### config.mk
export PLATFORM = sky130hd
export DESIGN_NAME = ama_err_monitor
export DESIGN_NICKNAME = d
export VERILOG_FILES = /design/src/rtl/ama_err_monitor.sv
export SDC_FILE = /design/constraint.sdc
export NUM_CORES = 1
export LEC_CHECK = 0
export CAP_MARGIN = 40
export CORE_MARGIN = 2
export CORE_UTILIZATION = 50
export CTS_CLUSTER_SIZE = 8
export DETAILED_ROUTE_END_ITERATION = 16
export PLACE_DENSITY = 0.75
export SETUP_SLACK_MARGIN = 0.5
export SLEW_MARGIN = 20
export SYNTH_ARGS = -nofsm -noshare
export SYNTH_HDL_FRONTEND = slang
export SYNTH_SLANG_ARGS = --single-unit
### constraint.sdc
create_clock -name clk -period 6.1 [get_ports clk]
set_input_delay 1.22 -clock clk [delete_from_list [all_inputs] [get_ports clk]]
set_output_delay 1.22 -clock clk [all_outputs]
set_load 0.01 [all_outputs]
### src/rtl/ama_err_monitor.sv
// Observer for an approximate adder: recomputes the exact sum and gathers error
// statistics (error count, max and saturating sum of |exact - appr|) over a window.
module ama_err_monitor #(
  parameter int WIDTH = 24,
  parameter int CNT_W = 16,
  parameter int ACC_W = 40
) (
  input  logic             clk,
  input  logic             rst_n,
  input  logic             start,
  input  logic [CNT_W-1:0] win_len,
  input  logic             in_valid,
  input  logic [WIDTH-1:0] a,
  input  logic [WIDTH-1:0] b,
  input  logic             cin,
  input  logic [WIDTH-1:0] s_appr,
  input  logic             cout_appr,
  output logic             busy,
  output logic             done,
  output logic [CNT_W-1:0] sample_cnt,
  output logic [CNT_W-1:0] err_cnt,
  output logic [WIDTH:0]   max_ed,
  output logic [ACC_W-1:0] sum_ed
);

  typedef enum logic [1:0] {IDLE, RUN, DRAIN, DONE} state_t;

  state_t           state, state_nxt;
  logic [CNT_W-1:0] win_len_q;
  logic             acc_p0;
  logic             clr;
  logic [WIDTH:0]   exact_p0, appr_p0;
  logic [WIDTH:0]   exact_p1, appr_p1;
  logic             vld_p1;
  logic [WIDTH:0]   ed_p1;

  function automatic logic [WIDTH:0] abs_diff(input logic [WIDTH:0] x,
                                              input logic [WIDTH:0] y);
    return (x >= y) ? (x - y) : (y - x);
  endfunction

  function automatic logic [ACC_W-1:0] sat_add(input logic [ACC_W-1:0] acc,
                                               input logic [WIDTH:0]   inc);
    logic [ACC_W:0] s;
    s = {1'b0, acc} + {{(ACC_W-WIDTH){1'b0}}, inc};
    return s[ACC_W] ? {ACC_W{1'b1}} : s[ACC_W-1:0];
  endfunction

  always_comb begin
    state_nxt = state;
    acc_p0    = 1'b0;
    clr       = 1'b0;
    case (state)
      IDLE: begin
        if (start) begin
          clr       = 1'b1;
          state_nxt = (win_len != '0) ? RUN : DONE;
        end
      end
      RUN: begin
        if (in_valid) begin
          acc_p0 = 1'b1;
          if (sample_cnt + CNT_W'(1) == win_len_q) state_nxt = DRAIN;
        end
      end
      // The last sample sits in stage 1 and retires into the statistics on this
      // edge, so both stages are empty once DONE is reached.
      DRAIN:   state_nxt = DONE;
      DONE:    state_nxt = IDLE;
      default: state_nxt = IDLE;
    endcase
  end

  always_ff @(posedge clk or negedge rst_n) begin
    if (!rst_n) begin
      state     <= IDLE;
      busy      <= 1'b0;
      done      <= 1'b0;
      vld_p1    <= 1'b0;
      win_len_q <= '0;
    end else begin
      state  <= state_nxt;
      busy   <= (state_nxt == RUN) || (state_nxt == DRAIN);
      done   <= (state_nxt == DONE);
      vld_p1 <= acc_p0;
      if (clr) win_len_q <= win_len;
    end
  end

  // ---- stage 0 -> 1: exact sum and approximate result of an accepted sample
  assign exact_p0 = {1'b0, a} + {1'b0, b} + {{WIDTH{1'b0}}, cin};
  assign appr_p0  = {cout_appr, s_appr};

  always_ff @(posedge clk) begin
    if (acc_p0) begin
      exact_p1 <= exact_p0;
      appr_p1  <= appr_p0;
    end
  end

  // ---- stage 1 -> 2: error distance folded into the statistics
  assign ed_p1 = abs_diff(exact_p1, appr_p1);

  always_ff @(posedge clk or negedge rst_n) begin
    if (!rst_n) begin
      sample_cnt <= '0;
      err_cnt    <= '0;
      max_ed     <= '0;
      sum_ed     <= '0;
    end else if (clr) begin
      sample_cnt <= '0;
      err_cnt    <= '0;
      max_ed     <= '0;
      sum_ed     <= '0;
    end else begin
      if (acc_p0) sample_cnt <= sample_cnt + CNT_W'(1);
      if (vld_p1) begin
        if (ed_p1 != '0)    err_cnt <= err_cnt + CNT_W'(1);
        if (ed_p1 > max_ed) max_ed  <= ed_p1;
        sum_ed <= sat_add(sum_ed, ed_p1);
      end
    end
  end

endmodule

Yosys cells after proc, flatten, opt, wreduce, memory -nomap -nowiden
Index checks and enable logic that the tools add are counted.
{ "classes": {"n_mux": 21, "order_cmp": 2, "n_reduce_logical": 10, "n_addsub": 7, "n_eq_ne": 7} }
{ "op_table": {"columns": ["cell", "count"], "rows": [
  ["$mux 40", 3],
  ["$mux 25", 4],
  ["$mux 16", 5],
  ["$sub 25x25->25", 2],
  ["$add 40x25->41", 1],
  ["$add 16x1->16 const B", 2],
  ["$add 24x24->25", 1],
  ["$add 25x1->25", 1],
  ["$ge 25x25->1", 1],
  ["$gt 25x25->1", 1],
  ["$reduce_bool 25->1", 1],
  ["$eq 16x16->1", 1],
  ["$reduce_bool 16->1", 1],
  ["$eq 2x2->1 const B", 4],
  ["$mux 2", 4],
  ["$pmux 2 s4", 1],
  ["$reduce_bool 2->1", 4],
  ["$eq 2x1->1 const B", 2],
  ["$mux 1", 4],
  ["$reduce_and 2->1", 2],
  ["$logic_not 2->1", 1],
  ["$logic_or 1x1->1", 1]
]} }
{ "totals": {"output_inout_bits": 99, "input_bits": 94, "register_bits": 168, "wordCells": 58} }

Logic depth before layout (Yosys ltp)
Gate-level depths: netlist of the first run.
{ "logic_depth": {"ltp_word": 7, "mapped_depth": 30, "mapped_depth_nobuf": 25} }

Worst setup path before layout of the first run
No wires, ideal clock.
{ "synth_path": {"path_type": "register to register", "start": "reg appr_p1[11]", "end": "reg max_ed[12]", "required_ns": 5.968, "path_stages_with_launch": 27, "setup_time_ns": 0.132, "period_less_slack_ns": 5.627, "arrival_ns": 5.495, "slack_ns": 0.473, "path_buffers": 5, "path_cell_list": "edfxtp_1 > ha_1 > buf_4 > and2_1 > and3_4 > nor3b_2 > a21boi_2 > o31ai_4 > a21oi_4 > buf_6 > buf_6 > clkbuf_1 > mux2_2 > ha_1 > nor2b_1 > o21a_1 > o21a_1 > o21a_1 > o21a_1 > o21ai_0 > a2111oi_0 > o21bai_1 > a21oi_1 > o31ai_1 > clkbuf_1 > mux2i_1 > nor2_1"} }
{ "synth_via": {"elab_chain_cells": 5, "word_cells_on_any_way": 10, "classes_between": "add/sub (2); order compare (2); mux (4); reduce/logical (2)"} }
{ "synth_lines": {"columns": ["item", "line_no", "text"], "rows": [
  ["start, declared", "33", "logic [WIDTH:0] exact_p1, appr_p1;"],
  ["start signal, assigned", "97", "appr_p1 <= appr_p0;"],
  ["$sub 25x25->25 / $ge 25x25->1 (equally long branches)", "39", "return (x >= y) ? (x - y) : (y - x);"],
  ["$mux 25 *", "39", null],
  ["$gt 25x25->1 / $mux 25 (equally long branches)", "119", "if (ed_p1 > max_ed) max_ed <= ed_p1;"],
  ["$reduce_bool 2->1 (no source line) / $mux 25 (equally long branches)", null, null],
  ["$reduce_and 2->1 (no source line) / $mux 25 (equally long branches)", null, null],
  ["end signal, assigned", "119", null],
  ["end, declared", "22", "output logic [WIDTH:0] max_ed,"]
]} }
Every way passes the cells marked *; elsewhere a longest branch is shown, timed or not. The select of a mux whose other input is x is not followed.
A chain may end at the register's enable or synchronous reset.

Final worst setup path of the first run
{ "layout_path": {"start": "reg exact_p1[15]", "end": "reg sum_ed[31]"} }
{ "layout_via": {"elab_chain_cells": 6, "word_cells_on_any_way": 8, "classes_between": "add/sub (3); order compare (1); mux (4)"} }
{ "layout_lines": {"columns": ["item", "line_no", "text"], "rows": [
  ["start, declared", "33", null],
  ["start signal, assigned", "96", "exact_p1 <= exact_p0;"],
  ["$sub 25x25->25 / $ge 25x25->1 (equally long branches)", "39", null],
  ["$mux 25 *", "39", null],
  ["$add 40x25->41 *", "45", "s = {1'b0, acc} + {{(ACC_W-WIDTH){1'b0}}, inc};"],
  ["$mux 40 *", "46", "return s[ACC_W] ? {ACC_W{1'b1}} : s[ACC_W-1:0];"],
  ["$mux 40 *", "117", "if (vld_p1) begin"],
  ["$mux 40 *", "110", "end else if (clr) begin"],
  ["end signal, assigned", "120", "sum_ed <= sat_add(sum_ed, ed_p1);"],
  ["end, declared", "23", "output logic [ACC_W-1:0] sum_ed"]
]} }
Marks and branches as above.

==> reports/results.tsv, run 1 <==
metric	value	unit
synth_seq_area_share	0.344	
worstSetupPathType	reg -> reg	
syn_avg_cell_area	8.82	µm²
layout_setup_ws	0.655	ns
yosys.cell_types.count	72	
slowest_delay	0.39	ns
combPwrFrac	0.687	
cp-start-kind	register	
clk_latency	0.44	ns
clkPwrFrac	0.111	
report.final.slew_viol_count	0	
hold_violations	0	
ir_drop	285	µV
ys_ff_latch	168	
port_buffers	192	
start_util	0.511	
max-clock-path-buffers	2	
cts_tree	yes	
synth_edf_count	50	
routedWlPerCell	16.9	µm
fp.dieW	165	µm
synthSimpleGateAreaFrac	0.171	
antenna_found_initial	0	
synth_nets	1692	
vias_per_cell	5.80	
synth-compound-area-share	0.203	
synth_top_family_by_area	compound AO/OA/AOI/OAI gates	
synth_ff_type	dfrtp_1	
endpoint_kind	register	
holdBufCountCts	0	
powerDensity	585	nW/µm²
fmax	184	MHz
cts_buffers	17	
synthMuxAreaShare	0.0250	
cp.required	6.44	ns
crit_top_cell	buf_4	
maxCapViolations	0	
pwr-share-seq	0.201	
placed_cell_area	15400	µm²
grt_max_degree	62	
clkTransAtPathRegs	0.07	ns
cts-root-buf	clkbuf_16	
async_flop_share	0.702	
gp_congestion	0.914	
final_common_cell	clkdlybuf4s50_1	
drtIter0Drc	877	
slew_headroom	0.506	
path_max_fanout	9	
leakage	0.00725	µW
sw_frac_of_total	0.464	
core-area	25300	µm²
area.growth.synth_to_final	26.4	%
dr_wl_met2	17000	µm
io_pins	193	
status	complete, no violations	
timing.rr.start	exact_p1[15]	
design_area	16400	µm²
dieHeight	165	µm
dp_hpwl	25800	µm
yosys_warnings	0	
hp-class	reg -> reg	
grt_overflow	0	
diodes	0	
grt_pass1_wl	54700	µm
grt_use_total	0.251	
wl_met3	1360	µm
dieArea	27200	µm²
cp_slowest_cell	edfxtp_1	
drt-total-wl	34300	µm
fin_setup_tns	0	ns
synth_xor_area_frac	0.0717	
met1_length	15100	µm
switchingPower	4440	µW
final.min_clock_period	5.45	ns
finalSetupViolCount	0	
rsz0062_at_grt	true	
holdWs	0.497	ns
worstSetupStartpoint	exact_p1[15]	
synthAdderAreaFrac	0.130	
cellInternalPower	5140	µW
drc	0	
htree_levels	4	
pre_cts_ws	0.250	ns
skew	0.0142	ns
nNetsFinal	1909	
grt_pass1_vias	11400	
drtPass1Iterations	5	
post-route-period-util	0.893	
syn_inst	1467	
cts.sinks	168	
highest_layer	met4	
cp_data_arrival_time	5.79	ns
most-common-layout-cells	191 x clkdlybuf4s50_1, 138 x nand2_1, 118 x dfrtp_1	
vias	11752	
min_from	win_len_q[15]	
rows	58	
yosysTopAreaCell	dfrtp_1	
synthDominantCellAreaShare	0.228	
synth_area_leaders	dfrtp_1 23%, ha_1 12%, edfxtp_1 12%, a21oi_1 4.7%, xnor2_1 4.7%	
synthesis.area	12900	µm²
drive_gt1_frac	0.0966	
drtAntennaViolNets	0	
tightest_slew	0.738	ns
-- Yosys cell counts (5+ instances only) --
cell / instances
nand2b_1: 12
nand4_1: 25
inv_1: 107
o211ai_1: 6
buf_1: 5
clkbuf_1: 32
ha_1: 126
edfxtp_1: 50
a21o_1: 37
o31ai_1: 10
and2_1: 11
a21oi_1: 121
nand3_1: 42
a211oi_1: 28
nand2_1: 138
fa_1: 5
nor2b_1: 10
a41oi_1: 16
and4_1: 6
xor2_1: 37
nor3_1: 25
o21ai_2: 6
mux2i_1: 29
o21a_1: 12
o21bai_1: 13
buf_2: 15
a31oi_1: 25
or3_1: 6
buf_6: 5
and3_1: 34
o41ai_1: 6
xnor2_1: 69
dfrtp_1: 118
nor4_1: 9
nor2_1: 112
o21ai_0: 89
-- layout make-up --
type | instances | area [µm²]
Clock buffer | 17 | 425
Clock inverter | 15 | 150
Fill cell | 2131 | 8970
Inverter | 108 | 405
Multi-Input combinational cell | 1130 | 8030
Sequential cell | 168 | 4450
Tap cell | 330 | 413
Timing Repair Buffer | 259 | 2480
-- sequential cells by signal, indices dropped and copies added, names as in the netlist --
signal	cells
sum_ed	40
exact_p1	25
appr_p1	25
win_len_q	16
sample_cnt	16
err_cnt	16
busy	1
state	2
max_ed	25
done	1
vld_p1	1
-- power groups by stage --
stage          Sequential, µW  Combinational (µW)  Clock (µW)
3_5_place_dp             1940                6250           0
2_1_floorplan            1930                4240           0
6_report                 1930                6580        1070
4_1_cts                  1920                6370        1080
5_1_grt                  1970                7300        1130
3_3_place_gp             1930                6140           0
-- metrics by stage --
stage,utilization,total power [µW],cells
floorplan,-,6160,1467
global placement,0.607,8070,1979
detailed placement,0.609,8190,1981
CTS,0.635,9370,2021
global route,0.646,10400,2027
finish,0.646,9580,2027
-- worst paths after layout --
path,endpoint,cells after the start,slack (ns)
worst min register to register,win_len_q[15],2,0.50
worst min-delay path,win_len_q[15],2,0.50
worst max-delay path,sum_ed[31],28,0.65
max in group asynchronous,max_ed[19],3,4.16
worst max register to register,sum_ed[31],28,0.65
min in group asynchronous,err_cnt[8],1,0.73
-- timing repair --
| action | in CTS | in global routing |
|---|---|---|
| setup endpoints to repair | 18 | 65 |
| gates resized for setup | 4 | 48 |
| setup buffers | 8 | 5 |
| pin swaps | 3 | 15 |
| endpoints found under the hold margin | 0 | 0 |
-- kinds of logic after synthesis --
family	after synthesis
XOR/XNOR	106
AND/OR/NAND/NOR	454
multiplexers	32
flip-flops	168
buffers and inverters	169
AO/OA/AOI/OAI	407
adder cells (fa/ha/maj)	131
-- routing by layer --
| layer | vias to the layer above | track usage |
|---|---|---|
| li1 | 5697 | - |
| met5 | - | 0 |
| met4 | 0 | 0.0858 |
| met3 | 56 | 0.0291 |
| met2 | 343 | 0.440 |
| met1 | 5656 | 0.320 |
-- critical path, delay by kind of cell, from the launching register on --
kind / cells / cell delay, ns
AO/OA/AOI/OAI: 13 / 2.45
XOR/XNOR: 1 / 0.29
adder cells (fa/ha/maj): 2 / 0.61
buffers and inverters: 5 / 0.70
flip-flops: 1 / 0.39
AND/OR/NAND/NOR: 7 / 0.89
Power figures use the tool's default switching activity.
==> run 2, diff against run 1 <==
--- a/config.mk
+++ b/config.mk
@@ -5,6 +5,7 @@
 export SDC_FILE = /design/constraint.sdc
 export NUM_CORES = 1
 export LEC_CHECK = 0
+export ABC_CLOCK_PERIOD_IN_PS = 6100
 export CAP_MARGIN = 40
 export CORE_MARGIN = 2
 export CORE_UTILIZATION = 50
==> results of run 2 <==
The final DEF is identical to that of run 1; final timing and power are the same.
